File: src/rtl/uart_tx_arbiter.sv
// Round-robin arbiter sharing one uart_tx among NREQ byte requesters.
// Optional WAIT-state watchdog compiled in with UART_ARB_TIMEOUT_EN.
module uart_tx_arbiter #(
    parameter  int NREQ        = 4,
    parameter  int TIMEOUT_CYC = 200000,
    localparam int OW          = $clog2(NREQ)
) (
    input  logic              clk,
    input  logic              rst,
    input  logic [NREQ-1:0]   req,
    input  logic [NREQ*8-1:0] req_data,
    output logic [NREQ-1:0]   ack,
    output logic [NREQ-1:0]   done,
    output logic              tx_start,
    output logic [7:0]        tx_data,
    input  logic              tx_done,
    output logic              busy,
    output logic [OW-1:0]     owner,
    output logic              timeout_err
);

    typedef enum logic [1:0] {
        S_IDLE,
        S_WAIT,
        S_GAP
    } state_e;

    localparam logic [NREQ-1:0] ONE_HOT0 = NREQ'(1);

    state_e            state_q, state_d;
    logic [OW-1:0]     ptr_q, ptr_d;
    logic [OW-1:0]     owner_q, owner_d;
    logic [7:0]        tx_data_q, tx_data_d;
    logic [NREQ-1:0]   ack_q, ack_d;
    logic [NREQ-1:0]   done_q, done_d;
    logic              tx_start_q, tx_start_d;
    logic              busy_q, busy_d;

    logic              found;
    logic [OW-1:0]     sel;
    int                idx;

`ifdef UART_ARB_TIMEOUT_EN
    localparam int CW = (TIMEOUT_CYC > 1) ? $clog2(TIMEOUT_CYC) : 1;

    logic [CW-1:0]     cnt_q, cnt_d;
    logic              timeout_q, timeout_d;
`endif

    // First requesting index at or after ptr, wrapping modulo NREQ.
    always_comb begin
        found = 1'b0;
        sel   = '0;
        idx   = 0;
        for (int k = 0; k < NREQ; k++) begin
            idx = int'(ptr_q) + k;
            if (idx >= NREQ) begin
                idx = idx - NREQ;
            end
            if (!found && req[idx]) begin
                found = 1'b1;
                sel   = OW'(idx);
            end
        end
    end

    always_comb begin
        // NOTE: every _d gets a default first so no path can infer a latch.
        state_d    = state_q;
        ptr_d      = ptr_q;
        owner_d    = owner_q;
        tx_data_d  = tx_data_q;
        ack_d      = '0;
        done_d     = '0;
        tx_start_d = 1'b0;
`ifdef UART_ARB_TIMEOUT_EN
        cnt_d      = cnt_q;
        timeout_d  = 1'b0;
`endif

        unique case (state_q)
            S_IDLE: begin
                if (found) begin
                    owner_d    = sel;
                    tx_data_d  = req_data[8*sel +: 8];
                    tx_start_d = 1'b1;
                    ack_d      = ONE_HOT0 << sel;
                    ptr_d      = (sel == OW'(NREQ-1)) ? '0 : sel + OW'(1);
                    state_d    = S_WAIT;
`ifdef UART_ARB_TIMEOUT_EN
                    cnt_d      = '0;
`endif
                end
            end

            S_WAIT: begin
                // A completion coinciding with our own start pulse is stale.
                if (tx_done && !tx_start_q) begin
                    done_d  = ONE_HOT0 << owner_q;
                    state_d = S_GAP;
                end
`ifdef UART_ARB_TIMEOUT_EN
                else if (cnt_q == CW'(TIMEOUT_CYC-1)) begin
                    timeout_d = 1'b1;
                    state_d   = S_GAP;
                end else begin
                    cnt_d = cnt_q + CW'(1);
                end
`endif
            end

            S_GAP: begin
                state_d = S_IDLE;
            end

            default: begin
                state_d = S_IDLE;
            end
        endcase

        busy_d = (state_d != S_IDLE);
    end

    // NOTE: sequential state uses non-blocking assignments only.
    always_ff @(posedge clk or negedge rst) begin
        if (!rst) begin
            state_q    <= S_IDLE;
            ptr_q      <= '0;
            owner_q    <= '0;
            tx_data_q  <= '0;
            ack_q      <= '0;
            done_q     <= '0;
            tx_start_q <= 1'b0;
            busy_q     <= 1'b0;
        end else begin
            state_q    <= state_d;
            ptr_q      <= ptr_d;
            owner_q    <= owner_d;
            tx_data_q  <= tx_data_d;
            ack_q      <= ack_d;
            done_q     <= done_d;
            tx_start_q <= tx_start_d;
            busy_q     <= busy_d;
        end
    end

`ifdef UART_ARB_TIMEOUT_EN
    always_ff @(posedge clk or negedge rst) begin
        if (!rst) begin
            cnt_q     <= '0;
            timeout_q <= 1'b0;
        end else begin
            cnt_q     <= cnt_d;
            timeout_q <= timeout_d;
        end
    end

    assign timeout_err = timeout_q;
`else
    assign timeout_err = 1'b0;
`endif

    assign ack      = ack_q;
    assign done     = done_q;
    assign tx_start = tx_start_q;
    assign tx_data  = tx_data_q;
    assign busy     = busy_q;
    assign owner    = owner_q;

endmodule
File: config.mk
export PLATFORM = sky130hd
export DESIGN_NAME = uart_tx_arbiter
export DESIGN_NICKNAME = d
export VERILOG_FILES = /design/src/rtl/uart_tx_arbiter.sv
export SDC_FILE = /design/constraint.sdc
export NUM_CORES = 1
export LEC_CHECK = 0
export CAP_MARGIN = 0
export CORE_MARGIN = 2
export CORE_UTILIZATION = 39
export CTS_BUF_LIST = sky130_fd_sc_hd__clkbuf_2
export CTS_CLUSTER_SIZE = 25
export DETAILED_ROUTE_END_ITERATION = 12
export GPL_TIMING_DRIVEN = 1
export PLACE_DENSITY = 0.78
export SLEW_MARGIN = 5
export SYNTH_ARGS = -nofsm -noshare
export SYNTH_HDL_FRONTEND = slang
export SYNTH_SLANG_ARGS = --single-unit
export TNS_END_PERCENT = 1
File: constraint.sdc
create_clock -name clk -period 1.8 [get_ports clk]
set_input_delay 0.36 -clock clk [delete_from_list [all_inputs] [get_ports clk]]
set_output_delay 0.36 -clock clk [all_outputs]
set_load 0.05 [all_outputs]
==> Word-level counts from Yosys, hierarchy flattened <==
Index checks and enable logic that the tools add are counted.
{ "word_totals": {"regBits": 24, "input_bits": 39, "out_inout_bits": 21, "wordCells": 74} }
{ "op_classes": {"reduce_logical": 11, "add_sub_neg": 8, "order_cmp": 8, "n_eq_ne": 2, "n_shift": 3, "n_mux": 34} }
{ "op_table": {"columns": ["operator", "count"], "rows": [
  ["$lt 32x4->1 const B", 4],
  ["$mux 32", 4],
  ["$shiftx 32x6->8", 1],
  ["$mux 4", 4],
  ["$mux 1", 14],
  ["$mux 2", 7],
  ["$sub 3x3->4 const B", 3],
  ["$ge 3x3->1 const B", 3],
  ["$bmux 1 s2", 4],
  ["$shl 1x2->4 const A", 2],
  ["$add 2x2->3 const B", 2],
  ["$logic_and 1x1->1", 4],
  ["$logic_not 1->1", 4],
  ["$pmux 2 s2", 1],
  ["$sub 2x3->4 const B", 1],
  ["$add 2x1->3 const B", 1],
  ["$ge 2x3->1 const B", 1],
  ["$add 2x1->2 const B", 1],
  ["$eq 2x1->1 const B", 1],
  ["$eq 2x2->1 const B", 1],
  ["$logic_not 2->1", 1],
  ["$reduce_and 2->1", 1],
  ["$reduce_bool 2->1", 1]
]} }

==> Logic depth before layout (Yosys ltp) <==
Gate-level depths: netlist (run 1).
{ "depth": {"ltp_word": 18, "mapped_depth": 8, "ltp_nobuf": 6} }

==> Worst setup path before layout (run 1) <==
OpenSTA, ideal clock, no wires.
{ "synth_path": {"path_kind": "reg-to-reg", "startpoint": "register ptr_q[1]", "endpoint": "register ack_q[0] (netlist: ack[0])", "synth_period_minus_slack_ns": 1.687, "path_buffers": 1, "arrival_ns": 1.568, "setup_slack_ns": 0.113, "path_stages_with_launch": 8, "setup_time_ns": 0.120, "cell_sequence": "dfrtp_1 > nor2b_4 > o21a_1 > buf_6 > nor3_4 > inv_6 > ha_1 > and3_1"} }
{ "synth_via": {"elab_chain_cells": 18, "word_cells_on_any_way": 44, "classes_between": "7 x add/sub; 4 x order compare; 1 x shift; 26 x mux; 6 x reduce/logical"} }
{ "synth_lines": {"columns": ["item", "line", "source"], "rows": [
  ["start, declared", "31", "logic [OW-1:0] ptr_q, ptr_d;"],
  ["start signal, assigned", "137", "ptr_q <= ptr_d;"],
  ["parallel branches: the longest is 14 deep, another holds $sub 3x3->4", null, null],
  ["$mux 2 (*)", "60", "if (!found && req[idx]) begin"],
  ["net sel[0]", "40", "logic [OW-1:0] sel;"],
  ["$shl 1x2->4 (*)", "87", "ack_d = ONE_HOT0 << sel;"],
  ["$mux 4 (*)", "83", "if (found) begin"],
  ["$mux 4 (*)", "81", "unique case (state_q)"],
  ["net ack_d[0]", "34", "logic [NREQ-1:0] ack_q, ack_d;"],
  ["end signal, assigned", "140", "ack_q <= ack_d;"],
  ["end, declared", "34", null]
]} }
Mark *: on every way through the listed nets, which the timed path passes. The select of a mux whose other input is x is not followed.
A chain may end at the register's enable or synchronous reset.

==> Final worst setup path (run 1) <==
{ "layout_path": {"startpoint": "input req[3]", "endpoint": "register tx_data_q[1] (netlist: tx_data[1])"} }
{ "layout_via": {"elab_chain_cells": 14, "word_cells_on_any_way": 28, "classes_between": "1 x shift; 20 x mux; 7 x reduce/logical"} }
{ "layout_lines": {"columns": ["item", "line", "source"], "rows": [
  ["start, declared", "10", "input logic [NREQ-1:0] req,"],
  ["$bmux 1 s2", "60", null],
  ["$mux 1 (not written as such) (2 in a row)", "60", null],
  ["$mux 1", "60", null],
  ["$logic_not 1->1", "60", null],
  ["$logic_and 1x1->1", "60", null],
  ["$mux 1", "60", null],
  ["$logic_not 1->1", "60", null],
  ["$logic_and 1x1->1", "60", null],
  ["$mux 1", "60", null],
  ["$logic_not 1->1", "60", null],
  ["$logic_and 1x1->1", "60", null],
  ["$mux 2 or $mux 1 (tied branches)", "60", null],
  ["$shiftx 32x6->8 or $reduce_and 2->1 (tied branches)", null, null],
  ["end signal, assigned", "139", "tx_data_q <= tx_data_d;"],
  ["end, declared", "33", "logic [7:0] tx_data_q, tx_data_d;"]
]} }
Several ways; a longest one is shown, not always the timed one. The select of a mux whose other input is x is not followed.

==> impl_metrics.env, run 1 <==
export IMPL_cts_sinks=24
export IMPL_p_sw_share_pct=49.7
export IMPL_io_pins=60
export IMPL_timing_rr_start="ptr_q[0]"
export IMPL_nNetsFinal=245
export IMPL_hp_class="primary input to async pin"
export IMPL_end_kind="register"
export IMPL_antenna_found_initial=0
export IMPL_fin_crit_sh_pct=96.0
export IMPL_syn_nets=173
export IMPL_comb_power_share_pct=63.8
export IMPL_syn2layout_area_growth_pct=51.2
export IMPL_ir_drop_uv=658
export IMPL_start_util_pct=40.6
export IMPL_final_area_um2=2050
export IMPL_final_cell_mix="clkdlybuf4s50_1 (38), buf_4 (35), dfrtp_1 (22)"
export IMPL_critical_path_class="primary input to register"
export IMPL_drc_errors=0
export IMPL_p_seq_share_pct=29.5
export IMPL_ys_ff_latch=24
export IMPL_cts_tree="built"
export IMPL_max_freq_mhz=579
export IMPL_gp_congestion=0.846
export IMPL_run_status="complete, no violations"
export IMPL_period_needed_ns=1.73
export IMPL_hold_viol=0
export IMPL_finalSetupViolations=0
export IMPL_start_kind="primary input"
export IMPL_grt_max_degree=25
export IMPL_fin_util_pct=61.5
export IMPL_cap_violations=0
export IMPL_finalNonFillerCells=247
export IMPL_synth_area_um2=1360
export IMPL_layout_area_seq_um2=603
export IMPL_grt_ovfl_total=0
export IMPL_ys_flop_type="dfrtp_1"
export IMPL_layout_commonest_cell="clkdlybuf4s50_1"
export IMPL_rows=21
export IMPL_grt_pass1_wl_um=5840
export IMPL_cts_clk_slew_worst_paths_ns=0.22
export IMPL_ant_nets=0
export IMPL_p_leak_nw=0.967
export IMPL_intPower_mw=1.57
export IMPL_dr_pass1_iters=4
export IMPL_p_per_area_nw_per_um2=1520
export IMPL_grt_util_all_layers_pct=18.6
export IMPL_hpwl_um=2750
export IMPL_dieArea_um2=3970
export IMPL_post_drt_wl_per_cell_um=14.1
export IMPL_syn_inst=130
export IMPL_p_switching_mw=1.55
export IMPL_cp_max_fo=8
export IMPL_clk_insertion_delay_late_ns=0.35
export IMPL_ys_warn_count=0
export IMPL_drt_iter0_markers=40
export IMPL_finalWirelength_um=3490
export IMPL_via_per_inst=5.28
export IMPL_n_antenna_cell=0
export IMPL_finClkSkew_ns=0.00927
export IMPL_drive_gt1_share_pct=26.9
export IMPL_rsz0062_at_grt="yes"
export IMPL_ys_seq_area_share_pct=44.3
export IMPL_port_buffers=58
export IMPL_die_h_um=63.0
export IMPL_required_ns=2.07
export IMPL_grt_pass1_vias=1298
export IMPL_core_area_um2=3340
export IMPL_chipWidth_um=63.0
export IMPL_finalMaxSlewViolations=0
export IMPL_clockBufferDepth=2
export IMPL_multi_input_area_um2=689
export IMPL_h_tree_depth=1
export IMPL_synth_avg_cell_area_um2=10.4
export IMPL_numCtsBuffers=3
export IMPL_cp_arrival_ns=2.00
export IMPL_ctsHoldBuffers=0
export IMPL_dp_cells=242
export IMPL_cts_root_buf="clkbuf_2"
export IMPL_synth_edff_count=0
export IMPL_critPathLaunch="req[3]"
export IMPL_vias=1305
export IMPL_clkPwrFrac_pct=6.7
export IMPL_synth_cell_types=36
export IMPL_fillers=285
export IMPL_placed_area_um2=2010
export IMPL_synth_async_sr_flop_share_pct=100
final timing paths:
| kind | end | cells after the start | slack, ns |
|---|---|---|---|
| worst min register to register | busy | 1 | 0.48 |
| max in group asynchronous | ptr_q[0] | 2 | 1.22 |
| min in group clk | busy | 1 | 0.48 |
| worst max-delay path | tx_data[1] | 7 | 0.07 |
| worst max register to register | tx_data[1] | 6 | 0.13 |
| worst min-delay path | ack[0] | 2 | 0.33 |
metrics by stage:
stage / worst slack, ns / total power [mW] / TNS (ns) / hold WS (ns)
2_1_floorplan: 0.113 / 2.24 / 0 / 0.0644
3_3_place_gp: -0.276 / 2.83 / -3.19 / 0.453
3_5_place_dp: -0.344 / 2.90 / -4.04 / 0.463
4_1_cts: 0.0174 / 3.11 / 0 / 0.340
5_1_grt: -0.00854 / 3.31 / -0.00854 / 0.340
6_report: 0.0726 / 3.11 / 0 / 0.326
sequential cells by signal (all words and copies together) (netlist names):
name and cells:
tx_data 8, ack 4, done 4, owner 2
ptr_q 2, state_q 2, busy 1, tx_start 1
cell type report:
type / instances / area share [%]
Timing Repair Buffer: 74 / 32.3
Clock inverter: 1 / 0.183
Inverter: 3 / 0.915
Sequential cell: 24 / 29.4
Multi-Input combinational cell: 96 / 33.6
Clock buffer: 3 / 0.732
Tap cell: 46 / 2.81
metal layers:
layer  GRT usage, %  vias to the layer above  share of wire, %
met5              0                        -                 0
met4           10.0                        0               2.2
met3           4.86                        8               7.7
met2           29.7                       72                49
met1           22.9                      599                41
li1               -                      626                 -
logic make-up after synthesis:
group	count (synthesis)	share of synthesized area, %
and+or+nand+nor	50	21.1
AOI/OAI and AO/OA	33	19.5
DFF	24	44.3
buffers and inverters	10	5.26
muxes	8	5.90
adders and majority gates	4	3.69
other	1	0.276
power groups by stage:
stage	registers (mW)	logic [mW]	clock network (mW)
after detailed placement	0.923	1.98	0
after floorplan	1.45	0.791	0
after global routing	0.943	2.14	0.232
after global placement	0.908	1.92	0
final	0.917	1.99	0.209
after CTS	0.916	1.98	0.214
critical path, cell delays in order:
cell and delay (ns):
clkdlybuf4s50_1 0.50, nand2b_1 0.18, a211o_1 0.28, nor2b_4 0.16, buf_4 0.15, a211o_1 0.27
o311ai_1 0.09
cell usage after synthesis (2+ instances only):
master	instances	area (µm²)
dfrtp_1	24	601
nand2_1	17	63.8
a211o_1	9	78.8
mux2i_1	8	80.1
nand4_1	8	50.1
nor2_1	8	30.0
o31ai_1	8	60.1
o311ai_1	6	52.6
and3_1	5	31.3
ha_1	4	50.1
buf_6	3	33.8
buf_2	2	10.0
nor2b_4	2	27.5
nor3b_1	2	15.0
o211ai_1	2	15.0
o21a_1	2	15.0
timing repair:
action,in CTS,in global routing
resized for setup,1,3
setup buffers,0,1
endpoints found under the setup margin,2,10
pin swaps,0,1
No activity file was read; power rests on OpenSTA's default activity.
==> inputs of run 2 (changes only) <==
--- a/config.mk
+++ b/config.mk
@@ -6,7 +6,6 @@
 export NUM_CORES = 1
 export LEC_CHECK = 0
 export CAP_MARGIN = 0
-export CORE_MARGIN = 2
 export CORE_UTILIZATION = 39
 export CTS_BUF_LIST = sky130_fd_sc_hd__clkbuf_2
 export CTS_CLUSTER_SIZE = 25
==> run 2 against run 1 <==
Effect of this change:
- final cell count unchanged
- clock power about the same
- wire length up 1.8%
- utilization down 0.075 points
- non-clock buffer count unchanged
==> impl_metrics.env, run 2 (same netlist as run 1, synthesis figures left out) <==
export IMPL_post_drt_wl_per_cell_um=14.4
export IMPL_antenna_found_initial=0
export IMPL_max_freq_mhz=568
export IMPL_cts_sinks=24
export IMPL_hold_viol=0
export IMPL_clockBufferDepth=2
export IMPL_final_cell_mix="clkdlybuf4s50_1 (38), buf_4 (35), dfrtp_1 (22)"
export IMPL_ctsHoldBuffers=0
export IMPL_hp_class="primary input to async pin"
export IMPL_path_cells="clkdlybuf4s50_1, nor2b_4, o21a_1, nor3_4, inv_6, mux2i_1, o311ai_1"
export IMPL_chipWidth_um=61.0
export IMPL_core_area_um2=3340
export IMPL_gp_congestion=0.767
export IMPL_fin_ws_ns=0.0392
export IMPL_cap_violations=0
export IMPL_path_buf_inv=2
export IMPL_cts_tree="built"
export IMPL_port_buffers=58
export IMPL_rows=21
export IMPL_critPathTopFamily="buffers and inverters"
export IMPL_slowest_delay_ns=0.57
export IMPL_cp_arrival_ns=2.01
export IMPL_finalMaxSlewViolations=0
export IMPL_grt_pass1_vias=1292
export IMPL_start_kind="primary input"
export IMPL_slowest_stage="clkdlybuf4s50_1"
export IMPL_dieArea_um2=3720
export IMPL_io_pins=60
export IMPL_p_leak_nw=0.962
export IMPL_whs_ns=0.344
export IMPL_fin_crit_sh_pct=97.8
export IMPL_via_per_inst=5.31
export IMPL_critical_path_class="primary input to register"
export IMPL_numCtsBuffers=3
export IMPL_cts_clk_slew_worst_paths_ns=0.22
export IMPL_rsz0062_at_grt="yes"
export IMPL_ant_nets=0
export IMPL_grt_util_all_layers_pct=20.6
export IMPL_drt_iter0_markers=33
export IMPL_vias=1311
export IMPL_period_needed_ns=1.76
export IMPL_ir_drop_uv=835
export IMPL_clk_insertion_delay_late_ns=0.33
export IMPL_finalWirelength_um=3550
export IMPL_tns_ns=0
export IMPL_timing_rr_start="ptr_q[1]"
export IMPL_finClkSkew_ns=0.00150
export IMPL_end_kind="register"
export IMPL_p_per_area_nw_per_um2=1510
export IMPL_grt_ovfl_total=0
export IMPL_required_ns=2.05
export IMPL_nNetsFinal=245
export IMPL_cts_root_buf="clkbuf_2"
export IMPL_cp_max_fo=10
export IMPL_dr_pass1_iters=4
export IMPL_largest_register_ffs=8
export IMPL_ff2ff_setup_slack_ns=0.05
export IMPL_die_h_um=61.0
export IMPL_grt_pass1_wl_um=5510
export IMPL_layout_commonest_cell="clkdlybuf4s50_1"
export IMPL_p_total_mw=3.09
export IMPL_finalSetupViolations=0
export IMPL_reg2reg_to="tx_data[5]"
export IMPL_n_antenna_cell=0
export IMPL_grt_max_degree=25
export IMPL_syn2layout_area_growth_pct=51.0
export IMPL_start_util_pct=40.6
export IMPL_drc_errors=0
export IMPL_drive_gt1_share_pct=26.9
export IMPL_run_status="complete, no violations"
export IMPL_r2r_cells=6
export IMPL_dp_slack_ns=-0.354
export IMPL_hpwl_um=2870
export IMPL_h_tree_depth=1
## run 2: cell counts in the layout (fill, tap and decap cells not counted)
No cell type changed its count.
## run 2: layout make-up
| class | instances | area, µm² |
|---|---|---|
| clock buffers | 3 | 15.0 |
| clock inverters | 1 | 3.75 |
| fillers | 299 | 1290 |
| inverters | 3 | 16.3 |
| multi-input cells | 96 | 689 |
| flip-flops and latches | 24 | 603 |
| well taps | 46 | 57.6 |
| repair buffers | 74 | 663 |
## run 2: worst max path at each step
| stage | startpoint | end | slack [ns] | cells past startpoint |
|---|---|---|---|---|
| 2_1_floorplan | ptr_q[1] | ack[0] | 0.11 | 7 |
| 3_3_place_gp | req[3] | tx_data[3] | -0.30 | 7 |
| 3_5_place_dp | req[3] | tx_data[5] | -0.35 | 7 |
| 4_1_cts | req[3] | tx_data[5] | 0.01 | 7 |
| 5_1_grt | ptr_q[1] | tx_data[5] | -0.05 | 6 |
| 6_report | req[3] | tx_data[5] | 0.04 | 7 |
## run 2: routing by layer
metal | wire length, µm | GRT usage [%] | part of all wire (%)
met1 | 1450 | 23.7 | 41
met2 | 1830 | 36.9 | 51
met3 | 220 | 4.69 | 6.2
met4 | 53 | 8.44 | 1.5
met5 | 0 | 0 | 0
## run 2: per-stage QoR
step           utilization (%)  cell area [µm²]  instances
6_report                  61.4             2050        247
5_1_grt                   61.4             2050        247
4_1_cts                   61.0             2030        246
3_5_place_dp              60.4             2010        242
3_3_place_gp              60.4             2010        242
2_1_floorplan                -             1360        130
## run 2: repair_timing
item / in CTS / in global routing
pin swaps: 0 / 1
resized for setup: 1 / 2
setup buffers: 0 / 1
endpoints found under the setup margin: 1 / 8
## run 2: report_power, final
group	internal (mW)	switching, mW
sequential	0.749	0.170
clock	0.0483	0.159
combinational	0.750	1.21
total	1.55	1.54
## run 2: worst reg2reg max path, cell delays in order (launching register included)
cell      delay, ns
dfrtp_2        0.50
nor2b_4        0.15
o21a_1         0.23
nor3_4         0.28
inv_6          0.11
mux2i_1        0.14
o311ai_1       0.26
